## config.mk

```make
export PLATFORM = sky130hd
export DESIGN_NAME = play_ctrl_flat
export DESIGN_NICKNAME = d
export VERILOG_FILES = /design/src/rtl/play_pkg.sv /design/src/rtl/play_ctrl_if.sv /design/src/rtl/play_interp.sv /design/src/rtl/play_ctrl.sv /design/src/flat_wrapper.sv
export SDC_FILE = /design/constraint.sdc
export NUM_CORES = 1
export LEC_CHECK = 0
export CORE_ASPECT_RATIO = 0.9
export CORE_MARGIN = 1.5
export CORE_UTILIZATION = 49
export DETAILED_ROUTE_END_ITERATION = 12
export PLACE_DENSITY = 0.75
export SYNTH_ARGS = -nofsm -noshare
export SYNTH_HDL_FRONTEND = slang
export SYNTH_SLANG_ARGS = --single-unit
```

## constraint.sdc

```tcl
create_clock -name CLK50 -period 9.3 [get_ports CLK50]
set_clock_uncertainty 0.15 [all_clocks]
set_input_delay 1.86 -clock CLK50 [delete_from_list [all_inputs] [get_ports CLK50]]
set_output_delay 1.86 -clock CLK50 [all_outputs]
set_load 0.02 [all_outputs]
```

## src/rtl/play_pkg.sv

```systemverilog
// Shared constants, FSM encodings and helpers for the playback controller.
// Mode decode gives address step and hold count; recip gives round(4096/r) in Q0.12.
package play_pkg;

  localparam int ADDR_W = 20;
  localparam int DATA_W = 16;

  localparam logic [2:0] ST_IDLE   = 3'd0;
  localparam logic [2:0] ST_FETCH0 = 3'd1;
  localparam logic [2:0] ST_FETCH1 = 3'd2;
  localparam logic [2:0] ST_RUN    = 3'd3;
  localparam logic [2:0] ST_PAUSED = 3'd4;

  typedef struct packed {
    logic [3:0] step;
    logic [3:0] hold;
  } mode_t;

  function automatic mode_t mode_decode(input logic normal, input logic slow, input logic [2:0] rm1);
    mode_t m;
    m.step = 4'd1;
    m.hold = 4'd1;
    if (!normal) begin
      if (slow) m.hold = {1'b0, rm1} + 4'd1;
      else      m.step = {1'b0, rm1} + 4'd1;
    end
    return m;
  endfunction

  function automatic logic [12:0] recip(input logic [3:0] r);
    case (r)
      4'd1:    recip = 13'd4096;
      4'd2:    recip = 13'd2048;
      4'd3:    recip = 13'd1365;
      4'd4:    recip = 13'd1024;
      4'd5:    recip = 13'd819;
      4'd6:    recip = 13'd683;
      4'd7:    recip = 13'd585;
      4'd8:    recip = 13'd512;
      default: recip = 13'd4096;
    endcase
  endfunction

endpackage

```

## src/rtl/play_ctrl_if.sv

```systemverilog
// Control, SRAM read and DAC sample signals of the playback controller.
// slave = controller side, master = system/SRAM side.
interface play_ctrl_if;
  import play_pkg::*;

  logic                     i_sample_tick;
  logic                     i_start;
  logic                     i_stop;
  logic                     i_pause;
  logic [2:0]               i_ratio_m1;
  logic                     i_is_normal;
  logic                     i_is_slow;
  logic                     i_interp;
  logic [ADDR_W-1:0]        i_end_addr;
  logic [ADDR_W-1:0]        o_sram_addr;
  logic                     o_sram_rd_req;
  logic                     i_sram_rd_valid;
  logic [DATA_W-1:0]        i_sram_rdata;
  logic [DATA_W-1:0]        o_sample;
  logic                     o_sample_valid;
  logic                     o_busy;
  logic                     o_done;
  logic                     o_underrun;

  modport slave (
    input  i_sample_tick, i_start, i_stop, i_pause, i_ratio_m1, i_is_normal, i_is_slow,
           i_interp, i_end_addr, i_sram_rd_valid, i_sram_rdata,
    output o_sram_addr, o_sram_rd_req, o_sample, o_sample_valid, o_busy, o_done, o_underrun
  );

  modport master (
    output i_sample_tick, i_start, i_stop, i_pause, i_ratio_m1, i_is_normal, i_is_slow,
           i_interp, i_end_addr, i_sram_rd_valid, i_sram_rdata,
    input  o_sram_addr, o_sram_rd_req, o_sample, o_sample_valid, o_busy, o_done, o_underrun
  );
endinterface

```

## src/rtl/play_interp.sv

```systemverilog
// Combinational linear interpolation s0 + (s1-s0)*k*recip(r) >>> 12, saturated to DATA_W.
// No latency; the result is registered by the play_ctrl output stage.
module play_interp
  import play_pkg::*;
(
  input  logic [DATA_W-1:0] s0_i,
  input  logic [DATA_W-1:0] s1_i,
  input  logic [2:0]        k_i,
  input  logic [3:0]        r_i,
  output logic [DATA_W-1:0] sample_o
);

  localparam int PW = DATA_W + 4;
  localparam int QW = DATA_W + 18;

  logic signed [DATA_W:0]   diff;
  logic signed [PW-1:0]     diff_x, k_x, p;
  logic signed [QW-1:0]     p_x, r_x, pr, q;
  logic [DATA_W+5:0]        sum;

  always_comb begin
    diff     = $signed({s1_i[DATA_W-1], s1_i}) - $signed({s0_i[DATA_W-1], s0_i});
    diff_x   = PW'(diff);
    k_x      = PW'($signed({1'b0, k_i}));
    p        = diff_x * k_x;
    p_x      = QW'(p);
    r_x      = QW'($signed({1'b0, recip(r_i)}));
    pr       = p_x * r_x;
    q        = pr >>> 12;
    sum      = {{6{s0_i[DATA_W-1]}}, s0_i} + q[DATA_W+5:0];
    // Saturate whenever the bits above the DATA_W sign bit disagree with it.
    if (sum[DATA_W+5:DATA_W-1] == '0 || sum[DATA_W+5:DATA_W-1] == '1)
      sample_o = sum[DATA_W-1:0];
    else if (sum[DATA_W+5])
      sample_o = {1'b1, {(DATA_W-1){1'b0}}};
    else
      sample_o = {1'b0, {(DATA_W-1){1'b1}}};
  end

endmodule

```

## src/rtl/play_ctrl.sv

```systemverilog
// Tick-driven SRAM playback controller (normal/fast/slow); sample appears 1 cycle after its tick.
// SRAM fetch still outstanding at a tick re-emits the last sample and sets underrun. Macro PLAY_INTERP_EN adds interpolation.
module play_ctrl
  import play_pkg::*;
(
  input  logic       CLK50,
  input  logic       RST,
  play_ctrl_if.slave bus
);

  logic [2:0]        state_q, state_d;
  logic [ADDR_W-1:0] addr_q, addr_d, sram_addr_q, sram_addr_d;
  logic [2:0]        k_q, k_d;
  logic [DATA_W-1:0] s0_q, s0_d, sample_q, sample_d, hold_sample;
  mode_t             mode_q, mode_d, mode_in;
  logic              rd_req_q, rd_req_d, pend_q, pend_d;
  logic              vld_q, vld_d, done_q, done_d, under_q, under_d;
  logic [ADDR_W:0]   next_addr;
  logic              at_end, last_adv;

`ifdef PLAY_INTERP_EN
  logic [DATA_W-1:0] s1_q, s1_d, interp_sample;
  logic              interp_q, interp_d, tgt_q, tgt_d, interp_in;

  assign interp_in   = !bus.i_is_normal && bus.i_is_slow && bus.i_interp;
  assign hold_sample = interp_q ? interp_sample : s0_q;

  play_interp u_interp (
    .s0_i     (s0_q),
    .s1_i     (s1_q),
    .k_i      (k_q),
    .r_i      (mode_q.hold),
    .sample_o (interp_sample)
  );
`else
  assign hold_sample = s0_q;
`endif

  assign mode_in   = mode_decode(bus.i_is_normal, bus.i_is_slow, bus.i_ratio_m1);
  assign next_addr = {1'b0, addr_q} + {{(ADDR_W-3){1'b0}}, mode_q.step};
  assign at_end    = next_addr[ADDR_W] || (next_addr[ADDR_W-1:0] > bus.i_end_addr);
  assign last_adv  = ({1'b0, k_q} + 4'd1) == mode_q.hold;

  always_comb begin
    state_d     = state_q;
    addr_d      = addr_q;
    sram_addr_d = sram_addr_q;
    k_d         = k_q;
    s0_d        = s0_q;
    sample_d    = sample_q;
    mode_d      = mode_q;
    rd_req_d    = 1'b0;
    pend_d      = pend_q;
    vld_d       = 1'b0;
    done_d      = 1'b0;
    under_d     = under_q;
`ifdef PLAY_INTERP_EN
    s1_d        = s1_q;
    interp_d    = interp_q;
    tgt_d       = tgt_q;
`endif
    if (bus.i_stop) begin
      state_d = ST_IDLE;
      pend_d  = 1'b0;
    end else begin
      if (bus.i_sram_rd_valid && pend_q) begin
        pend_d = 1'b0;
`ifdef PLAY_INTERP_EN
        if (tgt_q) s1_d = bus.i_sram_rdata;
        else       s0_d = bus.i_sram_rdata;
        if (!tgt_q && interp_q) begin
          rd_req_d    = 1'b1;
          pend_d      = 1'b1;
          tgt_d       = 1'b1;
          sram_addr_d = addr_q + ADDR_W'(1);
          if (state_q == ST_FETCH0) state_d = ST_FETCH1;
        end else if (state_q == ST_FETCH0 || state_q == ST_FETCH1) begin
          state_d = ST_RUN;
        end
`else
        s0_d = bus.i_sram_rdata;
        if (state_q == ST_FETCH0) state_d = ST_RUN;
`endif
      end

      case (state_q)
        ST_IDLE: begin
          if (bus.i_start) begin
            state_d     = ST_FETCH0;
            addr_d      = '0;
            sram_addr_d = '0;
            k_d         = '0;
            mode_d      = mode_in;
            rd_req_d    = 1'b1;
            pend_d      = 1'b1;
            under_d     = 1'b0;
`ifdef PLAY_INTERP_EN
            interp_d    = interp_in;
            tgt_d       = 1'b0;
`endif
          end
        end
        ST_FETCH0, ST_FETCH1: ;
        ST_RUN: begin
          if (bus.i_pause) begin
            state_d = ST_PAUSED;
          end else if (bus.i_sample_tick) begin
            vld_d = 1'b1;
            if (pend_q) begin
              under_d = 1'b1;
            end else begin
              sample_d = hold_sample;
              if (!last_adv) begin
                k_d = k_q + 3'd1;
              end else if (at_end) begin
                k_d     = '0;
                state_d = ST_IDLE;
                done_d  = 1'b1;
              end else begin
                // Mode and ratio are only re-latched here, never mid-hold.
                k_d         = '0;
                addr_d      = next_addr[ADDR_W-1:0];
                mode_d      = mode_in;
                rd_req_d    = 1'b1;
                pend_d      = 1'b1;
                sram_addr_d = next_addr[ADDR_W-1:0];
`ifdef PLAY_INTERP_EN
                interp_d    = interp_in;
                tgt_d       = 1'b0;
                if (interp_q && interp_in) begin
                  s0_d        = s1_q;
                  tgt_d       = 1'b1;
                  sram_addr_d = next_addr[ADDR_W-1:0] + ADDR_W'(1);
                end
`endif
              end
            end
          end
        end
        ST_PAUSED: if (!bus.i_pause) state_d = ST_RUN;
        default:   state_d = ST_IDLE;
      endcase
    end
  end

  always_ff @(posedge CLK50) begin
    if (RST) begin
      state_q     <= ST_IDLE;
      addr_q      <= '0;
      sram_addr_q <= '0;
      k_q         <= '0;
      s0_q        <= '0;
      sample_q    <= '0;
      mode_q      <= '0;
      rd_req_q    <= 1'b0;
      pend_q      <= 1'b0;
      vld_q       <= 1'b0;
      done_q      <= 1'b0;
      under_q     <= 1'b0;
`ifdef PLAY_INTERP_EN
      s1_q        <= '0;
      interp_q    <= 1'b0;
      tgt_q       <= 1'b0;
`endif
    end else begin
      state_q     <= state_d;
      addr_q      <= addr_d;
      sram_addr_q <= sram_addr_d;
      k_q         <= k_d;
      s0_q        <= s0_d;
      sample_q    <= sample_d;
      mode_q      <= mode_d;
      rd_req_q    <= rd_req_d;
      pend_q      <= pend_d;
      vld_q       <= vld_d;
      done_q      <= done_d;
      under_q     <= under_d;
`ifdef PLAY_INTERP_EN
      s1_q        <= s1_d;
      interp_q    <= interp_d;
      tgt_q       <= tgt_d;
`endif
    end
  end

  assign bus.o_sram_addr    = sram_addr_q;
  assign bus.o_sram_rd_req  = rd_req_q;
  assign bus.o_sample       = sample_q;
  assign bus.o_sample_valid = vld_q;
  assign bus.o_busy         = (state_q != ST_IDLE);
  assign bus.o_done         = done_q;
  assign bus.o_underrun     = under_q;

endmodule

```

## src/flat_wrapper.sv

```systemverilog
// flat-port wrapper written by rule: the top's interface ports become plain ports
module play_ctrl_flat import play_pkg::*;
  (CLK50, RST, bus_i_sample_tick, bus_i_start, bus_i_stop, bus_i_pause, bus_i_ratio_m1, bus_i_is_normal, bus_i_is_slow, bus_i_interp, bus_i_end_addr, bus_i_sram_rd_valid, bus_i_sram_rdata, bus_o_sram_addr, bus_o_sram_rd_req, bus_o_sample, bus_o_sample_valid, bus_o_busy, bus_o_done, bus_o_underrun);
  play_ctrl_if bus_i ();
  input  logic CLK50;
  input  logic RST;
  input wire logic [$bits(bus_i.i_sample_tick)-1:0] bus_i_sample_tick;
  input wire logic [$bits(bus_i.i_start)-1:0] bus_i_start;
  input wire logic [$bits(bus_i.i_stop)-1:0] bus_i_stop;
  input wire logic [$bits(bus_i.i_pause)-1:0] bus_i_pause;
  input wire logic [$bits(bus_i.i_ratio_m1)-1:0] bus_i_ratio_m1;
  input wire logic [$bits(bus_i.i_is_normal)-1:0] bus_i_is_normal;
  input wire logic [$bits(bus_i.i_is_slow)-1:0] bus_i_is_slow;
  input wire logic [$bits(bus_i.i_interp)-1:0] bus_i_interp;
  input wire logic [$bits(bus_i.i_end_addr)-1:0] bus_i_end_addr;
  input wire logic [$bits(bus_i.i_sram_rd_valid)-1:0] bus_i_sram_rd_valid;
  input wire logic [$bits(bus_i.i_sram_rdata)-1:0] bus_i_sram_rdata;
  output wire logic [$bits(bus_i.o_sram_addr)-1:0] bus_o_sram_addr;
  output wire logic [$bits(bus_i.o_sram_rd_req)-1:0] bus_o_sram_rd_req;
  output wire logic [$bits(bus_i.o_sample)-1:0] bus_o_sample;
  output wire logic [$bits(bus_i.o_sample_valid)-1:0] bus_o_sample_valid;
  output wire logic [$bits(bus_i.o_busy)-1:0] bus_o_busy;
  output wire logic [$bits(bus_i.o_done)-1:0] bus_o_done;
  output wire logic [$bits(bus_i.o_underrun)-1:0] bus_o_underrun;
  assign bus_i.i_sample_tick = bus_i_sample_tick;
  assign bus_i.i_start = bus_i_start;
  assign bus_i.i_stop = bus_i_stop;
  assign bus_i.i_pause = bus_i_pause;
  assign bus_i.i_ratio_m1 = bus_i_ratio_m1;
  assign bus_i.i_is_normal = bus_i_is_normal;
  assign bus_i.i_is_slow = bus_i_is_slow;
  assign bus_i.i_interp = bus_i_interp;
  assign bus_i.i_end_addr = bus_i_end_addr;
  assign bus_i.i_sram_rd_valid = bus_i_sram_rd_valid;
  assign bus_i.i_sram_rdata = bus_i_sram_rdata;
  assign bus_o_sram_addr = bus_i.o_sram_addr;
  assign bus_o_sram_rd_req = bus_i.o_sram_rd_req;
  assign bus_o_sample = bus_i.o_sample;
  assign bus_o_sample_valid = bus_i.o_sample_valid;
  assign bus_o_busy = bus_i.o_busy;
  assign bus_o_done = bus_i.o_done;
  assign bus_o_underrun = bus_i.o_underrun;
  play_ctrl u_core (.CLK50(CLK50), .RST(RST), .bus(bus_i));
endmodule
```

# Word-level counts from Yosys, hierarchy flattened
# Index checks and enable logic that the tools add are counted.
[word_totals]
regBits = 71
in_bits = 49
output_inout_bits = 41
elab_cells = 104
[classes]
n_addsub = 4
n_lt_le_gt_ge = 1
n_eq_ne = 12
n_mux = 55
bitwise = 6
reduce_logical = 14
[ops]
columns = ["operator", "n"]
rows = [
  ["20-bit two-way mux", 6],
  ["8-bit two-way mux", 7],
  ["3-bit two-way mux", 14],
  ["20-bit one-hot mux with 2 select lines", 1],
  ["20-bit by 4-bit adder with 21-bit output", 1],
  ["20-bit > comparator", 1],
  ["1-bit two-way mux", 19],
  ["8-bit one-hot mux with 2 select lines", 1],
  ["3-bit one-hot mux with 4 select lines", 1],
  ["6-bit AND reduction", 2],
  ["2-bit != test, second input constant", 5],
  ["3-bit by 1-bit adder with 4-bit output, second input constant", 2],
  ["4-bit two-way mux", 2],
  ["8-bit AND reduction", 1],
  ["7-bit OR reduction", 1],
  ["3-bit by 2-bit equality test with 1-bit output, second input constant", 2],
  ["1-bit inverter", 6],
  ["1-bit one-hot mux with 2 select lines", 3],
  ["3-bit one-hot mux with 2 select lines", 1],
  ["5-bit AND reduction", 1],
  ["4-bit equality test", 1],
  ["2-bit by 1-bit != test with 1-bit output, second input constant", 2],
  ["2-bit OR reduction", 2],
  ["4-bit OR reduction", 1],
  ["9 further kinds", 9],
]

# Depth between registers and ports, before layout
[depth]
depth_word = 9
ltp_mapped = 17
ltp_nobuf = 16

# Worst setup path before layout
# OpenSTA, ideal clock, no wires.
[synth_path]
path_kind = "register to register"
from = "register, netlist name u_core.bus.o_sram_addr[0]"
to = "register u_core.sram_addr_q[1], in the netlist u_core.bus.o_sram_addr[1]"
t_arrival_ns = 4.228
required_ns = 9.065
slack_ns = 4.837
stages_incl_launch_ff = 18
path_buffers = 1
period_less_slack_ns = 4.463
path_cell_list = "dfxtp_1 -> ha_1 -> inv_1 -> fa_1 -> nand2b_1 -> a2111oi_0 -> nand3_1 -> nor2_1 -> xor2_1 -> ha_1 -> nand4_1 -> or4_1 -> a21oi_2 -> a31oi_1 -> a211oi_4 -> nor2_2 -> buf_6 -> o31ai_2"
[synth_rtl]
columns = ["element", "line_no", "source"]
rows = [
  ["to (signal assigned)", "play_ctrl.sv:168", "sram_addr_q <= sram_addr_d;"],
  ["to (decl)", "play_ctrl.sv:12", "logic [ADDR_W-1:0] addr_q, addr_d, sram_addr_q, sram_addr_d;"],
]

==> metrics.txt <==
Slew headroom=0.510; Setup crit start kind=register; Leak=2.01 nW; #FFs+latches synth=71; Clock Tree Root=clkbuf_8; Final Max Slew Viols=0; Setup CP Type=register to register; Reg2Reg Setup Slack=4.01 ns; NumNets Final=666; DIE AREA=8900 um2; area delta synth->final=27.3%; Yosys warning count=0; Die Ht=89.7 um; CTS tree=done; total CTS buffers=9; per-cell routed wire length=14.7 um; CP Max Fanout=14; most frequent CP cell=ha_1; Post CTS Setup Buffer Count=0; Starting Density=0.507; Async SR Flop Fraction=0; Critical Path End Type=register; crit path cell chain=ha_1 -> inv_1 -> fa_1 -> nand2b_1 -> a2111oi_0 -> nand3_1 -> nor2_1 -> xor2_1 -> ha_1 -> nand4_1 -> nor3_1 -> a222oi_1 -> nor3b_2 -> a211oi_4 -> nor2_2 -> buf_4 -> mux2i_1; Fin. Hold Viols=0; Power Density=118 nW/um2; arrival time worst endpoint=5.42 ns; Hold Path Sink=u_core.bus.o_sample[11]; EDFF count, synth=0; crit share post-route=0.569; worst hold start=u_core.hold_sample[11]; commonest non-fill, non-tap cell in the layout=nand2_1; die width=99.3 um; initial drt markers=206; GP Congestion=0.876; CTS Buffer Depth=2; CTS Sinks=71; Post-Syn Area=4090 um2; register area=1420 um2; fin crit period=5.29 ns; Crit Reg-Reg Startpoint=u_core.bus.o_sram_addr[0]; end of the worst register-to-register path=u_core.bus.o_sram_addr[3]; status=finished clean; dominant synthesized flop cell=dfxtp_1; vias in the first global route=3492; global-route wire length before repair=16.7 mm; Final Util=0.645; Synth cell types=62; initial antenna violation count=0; IO Port Bufs=88; via count=3809; H-Tree Depth=3; Max Cap Viol=0; num ports=90; Seq/Total Area, Yosys=0.348; GRT Total Usage=0.235; placed wire-length estimate=7.38 mm; Mapped Nets=587; Tightest Hold Check Type=register to register; Fillers=727; # hold bufs at CTS=0; routed wire length=10.2 mm; cell at the slowest stage of the critical path=a2111oi_0; Max Clk Rate=189 MHz; layout cells sized above 1=0.0640; clock-pin slew on the worst setup and hold paths=0.08 ns; area of the multi-input gates=2460 um2; Hold Path Depth=2; Final TNS setup=0 ns; Cells after Synth=511; VDD IR-drop max=0.0828 mV; drt via density=5.50; antenna viol nets, final=0; DRC violations left=0; CP peak stage delay=0.71 ns; Core Area=8070 um2; most frequent cells in the layout=nand2_1 (95), clkdlybuf4s50_1 (87), dfxtp_1 (71); global route overflow=0; CP delay by family, top=simple AND/OR/NAND/NOR gates; RSZ-0062 raised after global routing=false; Final Instance Area=5210 um2; cell row count=31; Critical Path RT=9.42 ns; crit path buf inv count=2; Antenna Cells=0; total power=614 uW; R2R depth=17; final setup fails=0; PostCTS Resize Cnt=0; Worst-Margin Slew=0.716 ns; Pre-antenna DRT Iters=4; Syn Area/Cell=8.00 um2; Worst-Skew Late Latency=0.35 ns; largest net degree at the start of global routing=78; placed inst area=5010 um2
## synth_stat cells, types with 2 or more instances
master	count	area (um2)
nand2b_1	28	175
nor3_1	11	55.1
nand3b_1	2	15.0
dfxtp_1	71	1420
xnor2_1	12	105
nor2_1	26	97.6
a31oi_1	4	25.0
buf_1	3	11.3
nand3_1	15	75.1
a21o_1	5	37.5
xor2_1	9	78.8
inv_1	28	105
o21ai_2	2	17.5
or3_1	4	25.0
nand4_1	9	56.3
clkbuf_1	14	52.6
a21oi_2	3	26.3
and2_1	3	18.8
nor2b_1	4	25.0
a311oi_1	3	26.3
a21oi_1	50	250
and3_1	3	18.8
o21ai_1	13	65.1
a32oi_1	4	35.0
or4_1	4	30.0
o21ai_0	8	40.0
o211ai_1	2	15.0
nor3b_1	4	30.0
mux2i_1	7	70.1
o31ai_2	2	25.0
buf_2	5	25.0
a21boi_0	2	15.0
nand2_1	95	357
o31ai_1	3	22.5
ha_1	26	325
## sequential cells by signal, indices dropped and copies added (netlist names)
name / count
u_core.state_q: 3
u_core.hold_sample: 16
u_core.bus.o_sram_rd_req: 1
u_core.mode_q: 8
u_core.bus.o_sample: 16
u_core.bus.o_done: 1
u_core.k_q: 3
u_core.pend_q: 1
u_core.bus.o_sram_addr: 20
u_core.bus.o_underrun: 1
u_core.bus.o_sample_valid: 1
## logic make-up after synthesis
group,after synthesis,share of synthesized area
XOR/XNOR,21,0.0450
AO/OA/AOI/OAI,114,0.179
multiplexers,7,0.0171
AND/OR/NAND/NOR,220,0.276
buffers and inverters,51,0.0502
adder cells (fa/ha/maj),27,0.0845
flip-flops,71,0.348
## final cells by class
type | count | share of cell area
inverters | 28 | 0.0202
clock buffers | 10 | 0.0264
repair buffers | 91 | 0.173
flip-flops and latches | 71 | 0.273
well taps | 99 | 0.0238
clock inverters | 5 | 0.0111
multi-input cells | 389 | 0.473
## power by group
part	internal (mW)	switching [mW]	total [mW]	leakage, nW
clock	0.130	0.120	0.250	0.103
sequential	0.306	0.00205	0.308	0.573
combinational	0.0288	0.0263	0.0552	1.34
## worst max-delay path by stage
stage | startpoint | to | slack [ns] | cells after the start
floorplan | u_core.bus.o_sram_addr[0] | u_core.bus.o_sram_addr[1] | 4.84 | 17
detailed placement | u_core.bus.o_sram_addr[0] | u_core.bus.o_sram_addr[10] | 4.09 | 17
global placement | u_core.bus.o_sram_addr[0] | u_core.bus.o_sram_addr[13] | 4.21 | 17
global route | u_core.bus.o_sram_addr[0] | u_core.bus.o_sram_addr[19] | 3.59 | 17
CTS | u_core.bus.o_sram_addr[0] | u_core.bus.o_sram_addr[13] | 4.05 | 17
finish | u_core.bus.o_sram_addr[0] | u_core.bus.o_sram_addr[3] | 4.01 | 17
## worst register-to-register path: stages (launching register included)
cell and delay [ns]:
dfxtp_1 0.37, ha_1 0.18, inv_1 0.05, fa_1 0.41, nand2b_1 0.24, a2111oi_0 0.71, nand3_1 0.33, nor2_1 0.20
xor2_1 0.21, ha_1 0.28, nand4_1 0.16, nor3_1 0.08, a222oi_1 0.24, nor3b_2 0.43, a211oi_4 0.16, nor2_2 0.43
buf_4 0.35, mux2i_1 0.21
## per-layer routing
metal,global-route usage,share of wire,vias to the layer above
li1,-,-,1931
met1,0.324,0.48,1778
met2,0.386,0.46,92
met3,0.0379,0.045,8
met4,0.0653,0.0094,0
met5,0,0,-
## metrics by stage
step	instances	setup WS, ns	hold slack, ns
6_report	693	4.01	0.302
5_1_grt	693	3.59	0.324
4_1_cts	693	4.05	0.307
3_5_place_dp	678	4.09	0.297
3_3_place_gp	678	4.21	0.287
2_1_floorplan	511	4.84	0.282
No activity file was read; power rests on OpenSTA's default activity.
